--- src/rtl/axi_ram_ctrl.sv ---
`default_nettype none
// ============================================================================
//  Module   : axi_ram_ctrl
//  Purpose  : AXI4 slave front-end for a single-port behavioural RAM. Converts
//             AXI4 read and write bursts into single-beat RAM accesses (word
//             address, write enable, read enable, byte strobes, write data).
//             RAM read data returns one cycle after the read enable. Only one
//             burst is serviced at a time.
//  Ports    : clk, rst (sync, active-high)
//             AW : i_awid/i_awaddr/i_awlen/i_awsize/i_awburst, i_awvalid, o_awready
//             W  : i_wdata/i_wstrb/i_wlast, i_wvalid, o_wready
//             B  : o_bid, o_bresp, o_bvalid, i_bready
//             AR : i_arid/i_araddr/i_arlen/i_arsize/i_arburst, i_arvalid, o_arready
//             R  : o_rid, o_rdata, o_rresp, o_rlast, o_rvalid, i_rready
//             RAM: o_ram_addr, o_ram_wr_en, o_ram_rd_en, o_ram_strobe,
//                  o_ram_w_data, i_ram_r_data
//  Config   : AXI_RAM_WRAP_BURST_EN - when defined, WRAP bursts wrap inside
//             their aligned window; otherwise WRAP behaves as INCR.
//  Revision : 1.0 - initial release
// ============================================================================
module axi_ram_ctrl #(
    parameter int DATA_WD = 128,
    parameter int ADDR_WD = 32,
    parameter int ID_WD   = 4,
    parameter int STRB_WD = DATA_WD / 8
) (
    input  logic               clk,
    input  logic               rst,
    input  logic [ID_WD-1:0]   i_awid,
    input  logic [ADDR_WD-1:0] i_awaddr,
    input  logic [7:0]         i_awlen,
    input  logic [2:0]         i_awsize,
    input  logic [1:0]         i_awburst,
    input  logic               i_awvalid,
    output logic               o_awready,
    input  logic [DATA_WD-1:0] i_wdata,
    input  logic [STRB_WD-1:0] i_wstrb,
    input  logic               i_wlast,
    input  logic               i_wvalid,
    output logic               o_wready,
    output logic [ID_WD-1:0]   o_bid,
    output logic [1:0]         o_bresp,
    output logic               o_bvalid,
    input  logic               i_bready,
    input  logic [ID_WD-1:0]   i_arid,
    input  logic [ADDR_WD-1:0] i_araddr,
    input  logic [7:0]         i_arlen,
    input  logic [2:0]         i_arsize,
    input  logic [1:0]         i_arburst,
    input  logic               i_arvalid,
    output logic               o_arready,
    output logic [ID_WD-1:0]   o_rid,
    output logic [DATA_WD-1:0] o_rdata,
    output logic [1:0]         o_rresp,
    output logic               o_rlast,
    output logic               o_rvalid,
    input  logic               i_rready,
    output logic [ADDR_WD-1:0] o_ram_addr,
    output logic               o_ram_wr_en,
    output logic               o_ram_rd_en,
    output logic [STRB_WD-1:0] o_ram_strobe,
    output logic [DATA_WD-1:0] o_ram_w_data,
    input  logic [DATA_WD-1:0] i_ram_r_data
);

    localparam int ADDR_LSB = $clog2(STRB_WD);

    typedef enum logic [2:0] {
        S_IDLE    = 3'd0,
        S_WR_DATA = 3'd1,
        S_WR_RESP = 3'd2,
        S_RD_REQ  = 3'd3,
        S_RD_CAP  = 3'd4,
        S_RD_RESP = 3'd5
    } state_t;

    state_t               r_state;
    state_t               w_state_nxt;
    logic [ID_WD-1:0]     r_id;
    logic [ADDR_WD-1:0]   r_addr;
    logic [7:0]           r_len;
    logic [2:0]           r_size;
    logic [1:0]           r_burst;
    logic [7:0]           r_beat;
    logic                 r_rr_last_rd;
    logic                 r_werr;
    logic [DATA_WD-1:0]   r_rdata;

    logic                 w_aw_grant;
    logic                 w_ar_grant;
    logic                 w_last_beat;
    logic [ADDR_WD-1:0]   w_incr;
    logic [ADDR_WD-1:0]   w_addr_inc;
    logic [ADDR_WD-1:0]   w_next_addr;

    // On a simultaneous request the channel not served last time wins.
    assign w_aw_grant  = i_awvalid & (~i_arvalid | r_rr_last_rd);
    assign w_ar_grant  = i_arvalid & ~w_aw_grant;
    assign w_last_beat = (r_beat == r_len);

    assign w_incr     = ADDR_WD'(1) << r_size;
    assign w_addr_inc = r_addr + w_incr;

`ifdef AXI_RAM_WRAP_BURST_EN
    logic [ADDR_WD-1:0] w_wrap_mask;
    assign w_wrap_mask = ((ADDR_WD'(r_len) + ADDR_WD'(1)) << r_size) - ADDR_WD'(1);
`endif

    always_comb begin
        w_next_addr = w_addr_inc;
        case (r_burst)
            2'b00:   w_next_addr = r_addr;
`ifdef AXI_RAM_WRAP_BURST_EN
            2'b10:   w_next_addr = (r_addr & ~w_wrap_mask) | (w_addr_inc & w_wrap_mask);
`endif
            default: w_next_addr = w_addr_inc;
        endcase
    end

    // Narrow beats naturally reuse a word until the byte address crosses it.
    assign o_ram_addr = r_addr >> ADDR_LSB;
    assign o_bid      = r_id;
    assign o_rid      = r_id;
    assign o_rdata    = r_rdata;
    assign o_rresp    = 2'b00;

    always_ff @(posedge clk) begin
        if (rst) begin
            r_state <= S_IDLE;
        end else begin
            r_state <= w_state_nxt;
        end
    end

    always_comb begin
        w_state_nxt  = r_state;
        o_awready    = 1'b0;
        o_arready    = 1'b0;
        o_wready     = 1'b0;
        o_bvalid     = 1'b0;
        o_bresp      = 2'b00;
        o_rvalid     = 1'b0;
        o_rlast      = 1'b0;
        o_ram_wr_en  = 1'b0;
        o_ram_rd_en  = 1'b0;
        o_ram_strobe = '0;
        o_ram_w_data = '0;
        case (r_state)
            S_IDLE: begin
                o_awready = w_aw_grant;
                o_arready = w_ar_grant;
                if (w_aw_grant) begin
                    w_state_nxt = S_WR_DATA;
                end else if (w_ar_grant) begin
                    w_state_nxt = S_RD_REQ;
                end
            end
            S_WR_DATA: begin
                o_wready = 1'b1;
                if (i_wvalid) begin
                    o_ram_wr_en  = 1'b1;
                    o_ram_strobe = i_wstrb;
                    o_ram_w_data = i_wdata;
                    if (w_last_beat) begin
                        w_state_nxt = S_WR_RESP;
                    end
                end
            end
            S_WR_RESP: begin
                o_bvalid = 1'b1;
                o_bresp  = r_werr ? 2'b10 : 2'b00;
                if (i_bready) begin
                    w_state_nxt = S_IDLE;
                end
            end
            S_RD_REQ: begin
                o_ram_rd_en = 1'b1;
                w_state_nxt = S_RD_CAP;
            end
            S_RD_CAP: begin
                w_state_nxt = S_RD_RESP;
            end
            S_RD_RESP: begin
                o_rvalid = 1'b1;
                o_rlast  = w_last_beat;
                if (i_rready) begin
                    w_state_nxt = w_last_beat ? S_IDLE : S_RD_REQ;
                end
            end
            default: w_state_nxt = S_IDLE;
        endcase
    end

    always_ff @(posedge clk) begin
        if (rst) begin
            r_id         <= '0;
            r_addr       <= '0;
            r_len        <= '0;
            r_size       <= '0;
            r_burst      <= '0;
            r_beat       <= '0;
            r_rr_last_rd <= 1'b1;
            r_werr       <= 1'b0;
            r_rdata      <= '0;
        end else begin
            case (r_state)
                S_IDLE: begin
                    if (w_aw_grant) begin
                        r_id         <= i_awid;
                        r_addr       <= i_awaddr;
                        r_len        <= i_awlen;
                        r_size       <= i_awsize;
                        r_burst      <= i_awburst;
                        r_beat       <= '0;
                        r_werr       <= 1'b0;
                        r_rr_last_rd <= 1'b0;
                    end else if (w_ar_grant) begin
                        r_id         <= i_arid;
                        r_addr       <= i_araddr;
                        r_len        <= i_arlen;
                        r_size       <= i_arsize;
                        r_burst      <= i_arburst;
                        r_beat       <= '0;
                        r_rr_last_rd <= 1'b1;
                    end
                end
                S_WR_DATA: begin
                    if (i_wvalid) begin
                        r_beat <= r_beat + 8'd1;
                        r_addr <= w_next_addr;
                        // wlast must match the beat count exactly; any mismatch flags SLVERR.
                        r_werr <= r_werr | (w_last_beat ? ~i_wlast : i_wlast);
                    end
                end
                S_RD_CAP: begin
                    r_rdata <= i_ram_r_data;
                end
                S_RD_RESP: begin
                    if (i_rready && !w_last_beat) begin
                        r_beat <= r_beat + 8'd1;
                        r_addr <= w_next_addr;
                    end
                end
                default: begin
                end
            endcase
        end
    end

endmodule
`default_nettype wire

--- config.mk ---
export PLATFORM = sky130hd
export DESIGN_NAME = axi_ram_ctrl
export DESIGN_NICKNAME = d
export VERILOG_FILES = /design/src/rtl/axi_ram_ctrl.sv
export SDC_FILE = /design/constraint.sdc
export NUM_CORES = 1
export LEC_CHECK = 0
export ABC_CLOCK_PERIOD_IN_PS = 2700
export BUFFER_PORTS_ARGS = -buffer_cell sky130_fd_sc_hd__buf_2
export CAP_MARGIN = 20
export CORE_AREA = 4 4 268 270
export CTS_CLUSTER_DIAMETER = 150
export CTS_CLUSTER_SIZE = 8
export DETAILED_ROUTE_END_ITERATION = 6
export DIE_AREA = 0 0 272 274
export PLACE_DENSITY = 0.44
export SLEW_MARGIN = 40
export SYNTH_ARGS = -nofsm -noshare
export SYNTH_HDL_FRONTEND = slang
export SYNTH_SLANG_ARGS = --single-unit
export TNS_END_PERCENT = 20
--- constraint.sdc ---
create_clock -name clk -period 2.7 [get_ports clk]
set_clock_uncertainty 0.1 [all_clocks]
set_input_delay 0.135 -clock clk [delete_from_list [all_inputs] [get_ports clk]]
set_output_delay 0.135 -clock clk [all_outputs]
set_load 0.005 [all_outputs]
==> flow_metrics.py, run 1 <==
metrics = {
    "cells_and_area": {
        "mostFrequentLayoutCell": "buf_2",
        "drive_gt1_share_pct": 38.0,
        "area_growth_pct": 68.8,
        "fin_area_um2": 17100,
        "nets": 2541,
        "final_cell_mix": "buf_2, nand2_1, dfxtp_1",
        "fill_cells": 7765,
    },
    "critical_path": {
        "cp-startpoint": "r_size[0]",
        "worstReg2RegStart": "r_size[0]",
        "cp_common_cell": "buf_4",
        "crit_path_start_kind": "register",
        "cp.buffers_inverters": 2,
        "cp_slowest_cell": "dfxtp_2",
        "worstSetupPathType": "register to register",
        "critPathMaxFanout": 10,
        "endpoint_kind": "register",
        "worstPathArrival_ns": 2.89,
        "slowest_delay_ns": 0.42,
        "crit_family": "compound AO/OA/AOI/OAI gates",
        "cp_data_required_time_ns": 3.00,
        "crit_chain": "and3b_1, ha_1, buf_4, a211oi_1, o22ai_1, buf_4, or2_2, a2111o_1, o221ai_1",
    },
    "hold_path": {
        "hold_path_class": "input pin to register",
        "holdCritStartpoint": "i_awaddr[31]",
    },
    "routing": {
        "ant_nets": 0,
        "drc": 0,
        "dr.first_iter.drc_count": 807,
        "drt_wl_total_um": 65600,
        "vias_per_cell": 4.33,
        "routed-via-count": 13500,
        "dr.pass1.iters": 5,
        "routedWlPerCell_um": 21.1,
    },
    "sta": {
        "whs_ns": 0.0258,
        "min_period_ns": 2.59,
        "rsz0062_at_grt": "true",
        "setup_viol": 0,
        "slew-limit-headroom_pct": 49.6,
        "fin_crit_sh_pct": 95.8,
        "finalMaxSlewViolations": 0,
        "finalHoldViolCount": 0,
        "worst_pin_slew_ns": 0.756,
        "fmax_mhz": 387,
    },
    "global_route": {
        "grt_pass1_vias": 13300,
        "grt_max_degree": 147,
        "antenna_found_initial": 7,
        "gr-usage-all-layers_pct": 16.4,
        "grt-ovfl-total": 0,
        "grt_pass1_wl_um": 91100,
    },
    "floorplanning": {
        "start_util_pct": 14.6,
        "die_y_um": 274,
        "dieWidth_um": 272,
        "core_um2": 69500,
        "die_area_um2": 74500,
        "io_pins": 702,
        "rows": 97,
    },
    "clock_network": {
        "cts_max_path_buffers": 2,
        "cts.sinks": 190,
        "clock_latency_ns": 0.48,
        "cts_buffers": 17,
        "cts_root_buffer": "clkbuf_16",
        "clk_pin_slew_ns": 0.08,
        "cts_tree": "yes",
        "htreeDepth": 4,
    },
    "logic_synthesis": {
        "synth-seq-area-share_pct": 37.5,
        "synth-seq-cells": 190,
        "synth_cell_types": 72,
        "ys.flop_type": "dfxtp_1",
        "syn_avg_cell_area_um2": 7.48,
        "synth_warnings": 0,
        "netlist_instances": 1355,
        "syn_area_um2": 10100,
        "synth-edff-count": 0,
        "synthArstFlopShare_pct": 0,
    },
    "power_and_ir_drop": {
        "p_total_mw": 12.1,
        "switching_share_pct": 42.5,
        "leakage_nw": 8.28,
        "combPwrFrac_pct": 46.4,
        "powerDensity_nw_per_um2": 708,
        "sequentialPowerShare_pct": 30.4,
        "p_switching_mw": 5.15,
        "peakVddDrop_uv": 532,
        "clkPwrFrac_pct": 23.2,
        "power.internal_mw": 6.96,
    },
    "place": {
        "port_buffers": 694,
        "dp_hpwl_um": 53100,
        "place_congestion": 0.948,
        "dpl_cell_area_um2": 14600,
    },
    "job": {
        "max-cap-violations": 0,
    },
    "status": {
        "status": "finished, final reports clean",
    },
}
[synthesized netlist by cell type (11+ instances only)]
master / instances / share of area, %
a21oi_1: 170 / 8.4
a311oi_1: 17 / 1.5
and3_1: 151 / 9.3
buf_2: 12 / 0.59
buf_4: 40 / 3.0
clkbuf_1: 101 / 3.7
dfxtp_1: 190 / 38
inv_1: 12 / 0.44
mux2_2: 13 / 1.4
nand2_1: 333 / 12
nand3_1: 12 / 0.59
nand4_1: 11 / 0.68
nor2_1: 47 / 1.7
nor3_1: 18 / 0.89
o21ai_0: 23 / 1.1
xnor2_1: 11 / 0.95
[path summary, 6_finish.rpt]
kind	end	slack, ns	cells after the start
worst max register to register	r_addr[21]	0.11	9
worst min-delay path	r_addr[31]	0.03	4
worst max-delay path	r_addr[21]	0.11	9
worst min register to register	o_rdata[75]	0.35	2
[metal layers]
| layer | up-vias | track usage [%] | part of all wire, % |
|---|---|---|---|
| li1 | 6330 | - | - |
| met1 | 6470 | 18.4 | 39 |
| met2 | 577 | 29.4 | 51 |
| met3 | 92 | 3.73 | 6.1 |
| met4 | 6 | 7.95 | 4.8 |
| met5 | - | 0 | 0.061 |
[power groups by stage]
stage	clock network [mW]	logic (mW)	registers, mW
3_3_place_gp	0	5.15	3.72
6_report	2.81	5.62	3.69
5_1_grt	3.01	6.08	3.73
3_5_place_dp	0	5.20	3.74
2_1_floorplan	0	2.94	3.58
4_1_cts	2.92	5.56	3.68
[worst min-delay path, delay by kind of cell]
family,cells,cell delay (ns)
buffers and inverters,1,0.07
muxes,1,0.09
AOI/OAI and AO/OA,1,0.13
and+or+nand+nor,1,0.15
[logic make-up (layout without fill, tap and decap cells)]
logic type	Yosys count	in the layout	share of synthesized area, %
flops	190	190	37.5
fa+ha+maj	10	10	1.31
other cells	1	11	0.0370
buf+inv	173	977	8.12
mux	21	21	2.23
compound gates	322	322	20.3
xor+xnor	14	14	1.21
simple gates	624	625	29.3
[per-stage QoR]
step           setup WS, ns  utilization, %  cells  TNS (ns)
6_report              0.114            24.6   3110         0
5_1_grt            -0.00986            24.6   3107   -0.0200
4_1_cts             0.00136            24.5   3101         0
3_5_place_dp        -0.0756            21.0   2891    -0.288
3_3_place_gp       -0.00133            21.0   2891  -0.00133
2_1_floorplan        0.0919               -   1361         0
[layout make-up]
type / instances / area (um^2) / area share [%]
multi-input cells: 999 / 5610 / 32.8
flip-flops and latches: 190 / 3810 / 22.3
clock buffers: 19 / 433 / 2.53
well taps: 940 / 1180 / 6.87
diodes: 4 / 10.0 / 0.0585
inverters: 13 / 48.8 / 0.285
repair buffers: 932 / 5830 / 34.1
clock inverters: 13 / 189 / 1.10
[flip-flops by register name, indices dropped and copies added, names as in the netlist]
| signal | flops |
|---|---|
| r_len | 8 |
| o_bid | 4 |
| r_beat | 8 |
| r_size | 3 |
| r_addr | 32 |
| r_werr | 1 |
| r_state | 3 |
| r_burst | 2 |
| r_rr_last_rd | 1 |
| o_rdata | 128 |
[timing repair]
action                                  in CTS  in global routing
resized for setup                            5                 18
pin swaps                                    0                  4
cloned                                       0                  2
endpoints found under the hold margin      160                  0
hold buffers                               178                  0
endpoints found under the setup margin      12                 47
setup buffers                                0                  3
No activity file was read; power rests on OpenSTA's default activity.
==> inputs of run 2 (changes only) <==
- PLACE_DENSITY: 0.44 -> not set
==> flow_metrics.py, run 2 (synthesized netlist as in run 1, its figures left out) <==
metrics = {
    "cells_and_area": {
        "final_cell_mix": "buf_2, nand2_1, dfxtp_1",
        "fin_area_um2": 17100,
        "area_growth_pct": 68.8,
        "largest_register_ffs": 128,
        "mostFrequentLayoutCell": "buf_2",
        "nets": 2538,
        "regArea_um2": 3810,
        "multi_input_area_um2": 5640,
        "drive_gt1_share_pct": 37.8,
        "fill_cells": 7698,
    },
    "floorplanning": {
        "die_y_um": 274,
        "core_um2": 69500,
        "start_util_pct": 14.6,
        "io_pins": 702,
        "die_area_um2": 74500,
        "rows": 97,
        "dieWidth_um": 272,
    },
    "sta": {
        "min_period_ns": 2.59,
        "worst_pin_slew_ns": 0.684,
        "finalMaxSlewViolations": 0,
        "fmax_mhz": 385,
        "rsz0062_at_grt": "true",
        "setup_slack_ns": 0.106,
        "fin_crit_sh_pct": 96.1,
        "finalHoldViolCount": 0,
        "setup_viol": 0,
        "slew-limit-headroom_pct": 54.4,
    },
    "critical_path": {
        "reg2reg_depth": 9,
        "reg2reg_setup_slack_ns": 0.12,
        "endpoint_kind": "register",
        "worstPathArrival_ns": 2.86,
        "cp_data_required_time_ns": 2.96,
        "worstSetupPathType": "input pin to register",
        "slowest_delay_ns": 0.59,
        "critPathMaxFanout": 12,
        "cp_slowest_cell": "dlygate4sd3_1",
        "crit_path_start_kind": "input pin",
        "cp_common_cell": "dlygate4sd3_1",
        "crit_chain": "dlygate4sd3_1, buf_2, nor2b_1, nor2_4, buf_4, mux2_2, dlygate4sd3_1, a22oi_1, a31oi_1",
    },
    "place": {
        "place_congestion": 0.873,
        "dpl_cell_area_um2": 14600,
        "port_buffers": 694,
        "dp_hpwl_um": 50300,
        "dpl_worst_slack_ns": -0.00555,
    },
    "routing": {
        "drc": 0,
        "dr.pass1.iters": 5,
        "routedWlPerCell_um": 20.0,
        "routed-wl-met2_um": 30600,
        "drt-met1-wl_um": 23800,
        "drt_wl_total_um": 62300,
        "routed-via-count": 13400,
        "ant_nets": 0,
        "dr.first_iter.drc_count": 843,
        "vias_per_cell": 4.29,
        "top_layer": "met5",
        "routed-wl-met3_um": 5120,
    },
    "clock_network": {
        "cts_buffers": 17,
        "clk_pin_slew_ns": 0.08,
        "cts.sinks": 190,
        "cts_tree": "yes",
        "clock_latency_ns": 0.48,
        "htreeDepth": 4,
        "cts_root_buffer": "clkbuf_16",
        "cts_max_path_buffers": 2,
    },
    "global_route": {
        "grt_pass1_wl_um": 87600,
        "gr-usage-all-layers_pct": 15.8,
        "antenna_found_initial": 25,
        "grt-ovfl-total": 0,
        "grt_pass1_vias": 12800,
        "grt_max_degree": 147,
    },
    "hold_path": {
        "holdPathStages": 4,
        "hold_path_class": "input pin to register",
    },
    "power_and_ir_drop": {
        "powerDensity_nw_per_um2": 688,
        "peakVddDrop_uv": 488,
        "leakage_nw": 8.26,
    },
    "status": {
        "status": "finished, final reports clean",
    },
    "job": {
        "max-cap-violations": 0,
    },
}
-- run 2: final timing paths --
path	to	from
hold reg to reg	o_rdata[52]	o_rdata[52]
setup reg to reg	r_addr[24]	r_size[2]
hold / removal	r_addr[24]	i_araddr[24]
setup / recovery	r_addr[19]	i_arvalid
-- run 2: area by class of cell --
type                    count  share of cell area, %
repair buffers            929                   34.0
multi-input cells         999                   33.0
flip-flops and latches    190                   22.3
well taps                 940                   6.88
clock buffers              17                   2.49
clock inverters            14                   1.01
inverters                  13                  0.285
diodes                     10                  0.146
-- run 2: per-layer routing --
metal | track usage (%) | up-vias
met4 | 6.06 | 16
met5 | 0 | -
met1 | 17.9 | 6269
met2 | 27.7 | 614
met3 | 4.97 | 125
li1 | - | 6332
-- run 2: metrics by stage --
| step | hold slack [ns] | cells | TNS, ns | total power [mW] | utilization [%] |
|---|---|---|---|---|---|
| after floorplan | 0.171 | 1361 | 0 | 6.51 | - |
| after global placement | 0.276 | 2887 | 0 | 8.73 | 21.0 |
| after detailed placement | 0.280 | 2887 | -0.00555 | 8.74 | 21.0 |
| after CTS | 0.000600 | 3099 | -0.0266 | 11.8 | 24.5 |
| after global routing | 0.0285 | 3105 | -0.0910 | 12.5 | 24.6 |
| final | 0.0504 | 3112 | 0 | 11.8 | 24.6 |
-- run 2: report_power, final --
group / internal (mW) / leakage [nW] / switching, mW
clock network: 1.32 / 0.287 / 1.36
registers: 3.24 / 1.54 / 0.427
logic: 2.28 / 6.43 / 3.13
total: 6.84 / 8.26 / 4.92
-- run 2: timing repair --
action                                  in CTS  in global routing
endpoints found under the setup margin       6                 25
hold buffers                               181                  0
resized for setup                            3                 13
cloned                                       0                  1
endpoints found under the hold margin      168                  0
pin swaps                                    0                  5
setup buffers                                0                  2
-- run 2: critical path, delay by kind of cell --
| kind | cells | cell delay, ns |
|---|---|---|
| AO/OA/AOI/OAI | 2 | 0.24 |
| multiplexers | 1 | 0.36 |
| buffers and inverters | 4 | 1.56 |
| AND/OR/NAND/NOR | 2 | 0.56 |
==> inputs of run 3 (changes only) <==
- GPL_TIMING_DRIVEN: not set -> 0
==> flow_metrics.py, run 3 (synthesized netlist as in run 1, its figures left out) <==
metrics = {
    "sta": {
        "setup_viol": 0,
        "slew-limit-headroom_pct": 46.7,
        "finalSetupTns_ns": 0,
        "worst_pin_slew_ns": 0.792,
        "min_period_ns": 2.60,
        "fin_crit_sh_pct": 96.2,
        "finalHoldViolCount": 0,
        "finalMaxSlewViolations": 0,
        "fmax_mhz": 385,
        "rsz0062_at_grt": "true",
        "whs_ns": 0.0433,
    },
    "critical_path": {
        "crit_path_start_kind": "register",
        "endpoint_kind": "register",
        "slowest_delay_ns": 0.35,
        "rr_endpoint": "r_addr[29]",
        "worstSetupPathType": "register to register",
        "worstPathArrival_ns": 2.86,
        "crit_chain": "buf_6, and3_1, ha_1, clkbuf_4, nand4_1, buf_4, o22ai_4, buf_12, o211ai_1, a21o_1, a311o_1",
        "reg2reg_setup_slack_ns": 0.10,
        "cp_data_required_time_ns": 2.96,
        "critPathMaxFanout": 9,
        "reg2reg_depth": 11,
        "cp_slowest_cell": "a311o_1",
        "worstReg2RegStart": "r_size[0]",
    },
    "clock_network": {
        "cts.sinks": 190,
        "cts_max_path_buffers": 2,
        "cts_root_buffer": "clkbuf_16",
        "clk_pin_slew_ns": 0.08,
        "clock_latency_ns": 0.48,
        "cts_buffers": 17,
        "cts_tree": "yes",
        "htreeDepth": 4,
    },
    "floorplanning": {
        "io_pins": 702,
        "die_area_um2": 74500,
        "rows": 97,
        "start_util_pct": 14.6,
        "core_um2": 69500,
        "die_y_um": 274,
        "dieWidth_um": 272,
    },
    "place": {
        "dpl.cell_count": 2994,
        "place_congestion": 0.954,
        "port_buffers": 693,
        "dp_hpwl_um": 58200,
    },
    "global_route": {
        "grt-ovfl-total": 0,
        "gr-usage-all-layers_pct": 17.7,
        "antenna_found_initial": 9,
        "grt_pass1_wl_um": 96300,
        "grt_pass1_vias": 13700,
        "grt_max_degree": 20,
    },
    "power_and_ir_drop": {
        "p_switching_mw": 5.32,
        "combPwrFrac_pct": 47.6,
        "switching_share_pct": 43.5,
        "powerDensity_nw_per_um2": 697,
        "leakage_nw": 8.44,
        "p_total_mw": 12.2,
        "peakVddDrop_uv": 385,
        "sequentialPowerShare_pct": 30.0,
        "power.internal_mw": 6.91,
        "clkPwrFrac_pct": 22.3,
    },
    "routing": {
        "routed-wl-met3_um": 4620,
        "drc": 0,
        "routed-wl-met2_um": 35500,
        "ant_nets": 0,
        "routed-via-count": 13800,
        "dr.first_iter.drc_count": 861,
        "drt_wl_total_um": 69600,
        "top_layer": "met5",
        "routedWlPerCell_um": 21.6,
        "dr.pass1.iters": 5,
        "drt-met1-wl_um": 26900,
        "vias_per_cell": 4.31,
    },
    "hold_path": {
        "hold_end": "r_addr[31]",
        "hold_path_class": "input pin to register",
        "holdCritStartpoint": "i_awaddr[31]",
        "holdPathStages": 4,
    },
    "cells_and_area": {
        "area_growth_pct": 73.1,
        "drive_gt1_share_pct": 38.2,
        "nets": 2645,
        "final_cell_mix": "buf_2, nand2_1, dfxtp_1",
        "mostFrequentLayoutCell": "buf_2",
        "largest_register_ffs": 128,
        "fin_cells": 3214,
    },
    "job": {
        "max-cap-violations": 0,
    },
    "status": {
        "status": "finished, final reports clean",
    },
}
[run 3: cell types whose count changed in the layout (fill, tap and decap cells not counted), sizes merged]
cell         change
nor3             -1
dlygate4sd3      -5
diode            -5
buf             +15
clkbuf          +98
[run 3: worst max-delay path by stage]
stage | slack [ns] | start | depth (start not counted) | to
floorplan | 0.09 | r_size[0] | 9 | r_addr[19]
global placement | -0.52 | r_size[0] | 9 | r_addr[19]
detailed placement | -0.50 | r_size[0] | 9 | r_addr[25]
CTS | -0.08 | r_state[0] | 7 | o_rlast
global route | -0.09 | r_state[2] | 6 | o_rdata[107]
finish | 0.10 | r_size[0] | 11 | r_addr[29]
[run 3: metrics by stage]
step	worst slack, ns	util [%]	area (um^2)
after floorplan	0.0919	-	10200
after CTS	-0.0764	24.9	17300
after detailed placement	-0.498	21.3	14800
after global routing	-0.0851	25.2	17500
final	0.103	25.2	17500
after global placement	-0.524	21.3	14800
[run 3: power by group through the flow]
stage                     Sequential (mW)  Combinational, mW  Clock, mW
after global placement               3.68               5.38          0
after detailed placement             3.69               5.41          0
after floorplan                      3.58               2.94          0
after global routing                 3.74               6.31       2.93
final                                3.68               5.83       2.73
after CTS                            3.63               5.75       2.86
[run 3: worst max-delay path: cells and delay by family (launching register included)]
kind,cells,cell delay [ns]
DFF,1,0.32
and+or+nand+nor,2,0.26
adders and majority gates,1,0.26
AOI/OAI and AO/OA,4,0.91
buffers and inverters,4,0.63
[run 3: area by class of cell]
class,count,area (um^2)
Buffer,157,840
Multi-Input combinational cell,998,5720
Inverter,13,48.8
Sequential cell,190,3810
Antenna cell,5,12.5
Clock buffer,17,425
Clock inverter,14,175
Tap cell,940,1180
Fill cell,7735,52000
Timing Repair Buffer,880,5340
[run 3: routing by layer]
metal / vias to the layer above / track usage [%]
li1: 6553 / -
met1: 6532 / 20.2
met2: 673 / 32.2
met3: 86 / 4.04
met4: 2 / 6.53
met5: - / 0
[run 3: what timing repair did]
item	4_1_cts	5_1_grt
gates resized for setup	46	53
hold buffers	176	0
pin swaps	6	14
buffers inserted	1	10
setup endpoints to repair	214	131
hold endpoints to repair	156	0
